<file path="src/rtl/clk_div_prog.sv">
// Runtime-programmable integer clock divider with boundary-synchronised ratio updates.
// Define CLK_DIV_ODD50_EN to add a negedge flop that gives exact 50 % duty for odd ratios.
module clk_div_prog #(
  parameter int unsigned WIDTH       = 8,
  parameter int unsigned DEFAULT_DIV = 2
) (
  input  logic             clk,
  input  logic             resetn,
  input  logic             i_clk_en,
  input  logic [WIDTH-1:0] i_div,
  input  logic             i_div_load,
  output logic             o_clk_div,
  output logic             o_tick,
  output logic             o_pending
);

  localparam logic [WIDTH-1:0] DIV_RST = WIDTH'(DEFAULT_DIV);
  localparam logic [WIDTH-1:0] CNT_RST = WIDTH'(DEFAULT_DIV - 1);
  localparam logic [WIDTH-1:0] DIV_MIN = WIDTH'(2);

  logic [WIDTH-1:0] div_act_q, div_act_d;
  logic [WIDTH-1:0] div_pend_q, div_pend_d;
  logic             pend_vld_q, pend_vld_d;
  logic [WIDTH-1:0] cnt_q, cnt_d;
  logic             clk_div_q, clk_div_d;
  logic             tick_q, tick_d;

  logic [WIDTH-1:0] div_req_c;
  logic [WIDTH-1:0] half_c;
  logic [WIDTH-1:0] cnt_inc_c;
  logic             wrap_c;

  assign div_req_c = (i_div < DIV_MIN) ? DIV_MIN : i_div;
  assign half_c    = div_act_q >> 1;
  assign cnt_inc_c = cnt_q + WIDTH'(1);
  assign wrap_c    = (cnt_q == (div_act_q - WIDTH'(1)));

  // Next-state: loads always land in pending; the active ratio only changes on a wrap.
  always_comb begin
    div_act_d  = div_act_q;
    div_pend_d = div_pend_q;
    pend_vld_d = pend_vld_q;
    cnt_d      = cnt_q;
    clk_div_d  = clk_div_q;
    tick_d     = 1'b0;

    if (i_div_load) begin
      div_pend_d = div_req_c;
      pend_vld_d = 1'b1;
    end

    if (i_clk_en) begin
      if (wrap_c) begin
        cnt_d     = '0;
        clk_div_d = 1'b1;
        tick_d    = 1'b1;
        if (i_div_load) begin
          div_act_d  = div_req_c;
          pend_vld_d = 1'b0;
        end else if (pend_vld_q) begin
          div_act_d  = div_pend_q;
          pend_vld_d = 1'b0;
        end
      end else begin
        cnt_d     = cnt_inc_c;
        clk_div_d = (cnt_inc_c < half_c);
      end
    end
  end

  always_ff @(posedge clk or negedge resetn) begin
    if (!resetn) begin
      div_act_q  <= DIV_RST;
      div_pend_q <= DIV_RST;
      pend_vld_q <= 1'b0;
      cnt_q      <= CNT_RST;
      clk_div_q  <= 1'b0;
      tick_q     <= 1'b0;
    end else begin
      div_act_q  <= div_act_d;
      div_pend_q <= div_pend_d;
      pend_vld_q <= pend_vld_d;
      cnt_q      <= cnt_d;
      clk_div_q  <= clk_div_d;
      tick_q     <= tick_d;
    end
  end

`ifdef CLK_DIV_ODD50_EN
  logic clk_div_n_q, clk_div_n_d;

  // Half-cycle extension of the high phase, only for odd ratios.
  assign clk_div_n_d = i_clk_en ? (clk_div_q & div_act_q[0]) : clk_div_n_q;

  always_ff @(negedge clk or negedge resetn) begin
    if (!resetn) begin
      clk_div_n_q <= 1'b0;
    end else begin
      clk_div_n_q <= clk_div_n_d;
    end
  end

  assign o_clk_div = clk_div_q | clk_div_n_q;
`else
  assign o_clk_div = clk_div_q;
`endif

  assign o_tick    = tick_q;
  assign o_pending = pend_vld_q;

endmodule

</file>
<file path="config.mk">
export PLATFORM = sky130hd
export DESIGN_NAME = clk_div_prog
export DESIGN_NICKNAME = d
export VERILOG_FILES = /design/src/rtl/clk_div_prog.sv
export SDC_FILE = /design/constraint.sdc
export NUM_CORES = 1
export LEC_CHECK = 0
export BUFFER_PORTS_ARGS = -buffer_cell sky130_fd_sc_hd__buf_4
export CAP_MARGIN = 20
export CORE_ASPECT_RATIO = 1.25
export CORE_MARGIN = 2
export CORE_UTILIZATION = 65
export CTS_BUF_LIST = sky130_fd_sc_hd__clkbuf_4
export DETAILED_ROUTE_END_ITERATION = 10
export MAX_ROUTING_LAYER = met4
export PLACE_DENSITY = 0.92
export SYNTH_ARGS = -nofsm -noshare
export SYNTH_HDL_FRONTEND = slang
export SYNTH_SLANG_ARGS = --single-unit
export TNS_END_PERCENT = 20
</file>
<file path="constraint.sdc">
create_clock -name clk -period 6.9 [get_ports clk]
set_input_delay 0.69 -clock clk [delete_from_list [all_inputs] [get_ports clk]]
set_output_delay 0.69 -clock clk [all_outputs]
set_load 0.01 [all_outputs]
</file>
==> summary.md <==
| Metric | Value |
|---|---|
| Largest net degree at the start of global routing | 28 |
| Library cells used by synthesis | 46 |
| Max-cap violation count | 0 |
| Most frequent cells in the layout | 24 x dfrtp_1, 14 x buf_4, 13 x inv_1 |
| Outcome | finished, final reports clean |
| Clock-pin slew on the worst setup and hold paths | 0.16 ns |
| Sequential Power Share | 0.424 |
| Worst-Margin Slew | ~0.52 ns |
| WS Path Type | flop to flop |
| Clk pwr share | 0.135 |
| Worst Path Required | 7.15 ns |
| I/O pins | 15 |
| Unrepaired setup endpoints after global routing | no |
| Initial DRC count | 41 |
| Mapped Cells | roughly 150 |
| Hold Vio Cnt, Final | 0 |
| Slew Limit Headroom | 0.656 |
| Drt total wl | 3200 microns |
| Layout Cells excl Fill | around 200 |
| Most common cell after layout, fill and taps aside | dfrtp_1 |
| # DRC | 0 |
| #FFs+latches synth | 27 |
| Mapped Nets | 173 |
| Vias | 1163 |
| Placed insts | approximately 190 |
| Post-CTS Setup Bufs | 0 |
| Detail Route Antenna Nets | 0 |
| CP max FO | 10 |
| Leak pwr | 0.772 nW |
| Die W | 48.9 microns |
| Final min period | 3.16 ns |
| Hold Path Class | input port to asynchronous set/reset pin |
| Max Freq | 316 MHz |
| Primary FF master, synth | dfrtp_1 |
| Diodes inserted | 0 |
| Pre-Repair DR Iteration Count | 4 |
| Post-Syn Area per Cell | approximately 11 sq um |
| Die Area | 2940 sq um |
| Switching portion of total power | 0.395 |
| Sequential element share of the synthesized area | 0.415 |
| Critical Path End Type | flop |
| Mux share of post-synthesis cell area | 0.121 |
| GR Overflow Total | 0 |
| Yosys warnings | 0 |
| Worst vdd rail ir drop | 193 uV |
| Internal power | ~350 uW |
| CTS tree | built |
| Layout Nets | 186 |
| Initial antenna violation count | 0 |
| Synthesized-area fraction occupied by adder cells | 0.0612 |
| Setup Viol. Count Final | 0 |
| Worst setup SP type | flop |
| Total CTS buffers | 3 |
| Crit path arrival time | around 3.4 ns |
| Placer Congestion | 0.911 |
| NetSw | ~230 uW |
| PortBufs | 14 |
| Filler instances | 173 |
| Synth Area in Compound Gates | 0.139 |
| Synth async-reset ratio | 1.00 |
| Synthesized area | 1640 sq um |
| Final slew viol count | 0 |
| Area Growth Syn to Fin | 9.02% |
| Setup Skew | 0.00384 ns |
| CTS H-tree depth | 1 |
| Post-Synth Simple-Gate Area | 0.146 |
| Clock Latency Late Sink | roughly 0.35 ns |
| Setup TNS | 0 ns |
| Max clock buf depth | 2 |
| Post-CTS sizing | 0 |
| Core Footprint | 2400 sq um |
| Period utilization | 0.459 |
| Global Route Usage Sum | 0.263 |
| Die H | 60.1 microns |
| Post-Synth XOR/XNOR Area | 0.0696 |
| First-pass GRT wire length | between 5000 and 6000 microns |
| Dpl hpwl | between 2000 and 2500 microns |
| Post-synth EDFFs | 0 |
| Share of cells above drive strength 1 | 0.248 |
| Vias in the first global route | around 1200 |
| Cts hold-fix bufs | 0 |
| Combinational fraction of design power | 0.442 |
| CTS Sinks | 27 |
| Main combinational cell family by area after synthesis | simple AND/OR/NAND/NOR gates |
| Initial core utilization | 0.681 |
| WL/cell | around 16 microns |
| Via/cell ratio | 5.87 |
| Clock Root Buffer | clkbuf_4 |
| Pwr Density | 323 nW/um^2 |
| Site row count | 20 |
metrics by stage:
stage	worst slack [ns]	power (mW)	utilization	cell area [sq um]	hold slack, ns
6_report	3.74	0.576	0.743	1780	0.222
5_1_grt	3.57	0.621	0.743	1780	0.224
4_1_cts	3.81	0.575	0.743	1780	0.230
3_5_place_dp	3.84	0.499	0.730	1750	0.495
3_3_place_gp	3.99	0.481	0.730	1750	0.487
2_1_floorplan	4.30	0.439	-	1640	0.394
cells in the mapped netlist, types with 2 or more instances:
cell type  instances  area (sq um)
dfrtp_1           24           601
inv_1             13          48.8
ha_1               8           100
mux2_4             8           120
nand2_1            8          30.0
nor2_1             8          30.0
o21ai_0            7          35.0
xnor2_1            7          61.3
mux2_2             6          67.6
xor2_1             6          52.6
clkbuf_1           4          15.0
nand2b_1           4          25.0
o22ai_1            4          25.0
o2bb2ai_1          4          35.0
dfstp_2            3          78.8
a21o_1             2          15.0
a21oi_1            2          10.0
and2_1             2          12.5
nand3_1            2          10.0
nand3b_1           2          15.0
nor3_1             2          10.0
nor4_1             2          12.5
or3b_2             2          17.5
power groups by stage:
stage / Clock (mW) / Combinational, mW / Sequential, mW
after floorplan: 0 / 0.218 / 0.221
after global placement: 0 / 0.238 / 0.243
after detailed placement: 0 / 0.253 / 0.246
after CTS: 0.0770 / 0.255 / 0.243
after global routing: 0.0839 / 0.287 / 0.250
final: 0.0775 / 0.254 / 0.244
layer usage:
layer,part of all wire,wire length (microns),GRT usage,vias up
met5,0,0,-,-
met1,0.44,1410,0.322,575
li1,-,-,-,565
met4,0.013,40,0.127,0
met3,0.030,97,0.0475,4
met2,0.52,1650,0.427,19
kinds of logic (layout without fill, tap and decap cells):
family,after synthesis,count (layout)
multiplexers,15,15
buffers and inverters,19,31
AND/OR/NAND/NOR,41,41
XOR/XNOR,13,13
flip-flops,27,27
adder cells (fa/ha/maj),8,8
AO/OA/AOI/OAI,30,30
worst max-delay path, stage by stage, from the launching register on:
cell and delay (ns):
dfrtp_1 0.47, inv_1 0.08, ha_1 0.21, or3b_2 0.50
nor4_1 0.25, o2111ai_1 0.20, a211oi_4 0.44, and3b_1 0.56
mux2_4 0.35
registers in the layout, indices dropped and copies added (netlist names):
name / cells
o_clk_div: 1
div_act_q: 8
o_pending: 1
div_pend_q: 8
cnt_q: 8
o_tick: 1
worst paths after layout:
check / startpoint / to / slack [ns] / cells past startpoint
worst min-delay path: resetn / div_pend_q[0] / 0.22 / 1
worst max register to register: div_act_q[0] / div_act_q[7] / 3.74 / 8
max in group asynchronous: resetn / cnt_q[0] / 6.38 / 1
min in group clk: div_pend_q[1] / div_pend_q[1] / 0.53 / 2
worst max-delay path: div_act_q[0] / div_act_q[7] / 3.74 / 8
worst min register to register: div_pend_q[1] / div_pend_q[1] / 0.53 / 2
final cells by class:
| type | instances | area (sq um) | share of cell area |
|---|---|---|---|
| clock buffers | 3 | 22.5 | 0.0126 |
| clock inverters | 1 | 8.76 | 0.00491 |
| inverters | 13 | 48.8 | 0.0273 |
| multi-input cells | 107 | 878 | 0.492 |
| flip-flops and latches | 27 | 679 | 0.381 |
| well taps | 33 | 41.3 | 0.0231 |
| repair buffers | 14 | 105 | 0.0589 |
Power figures use the tool's default switching activity.
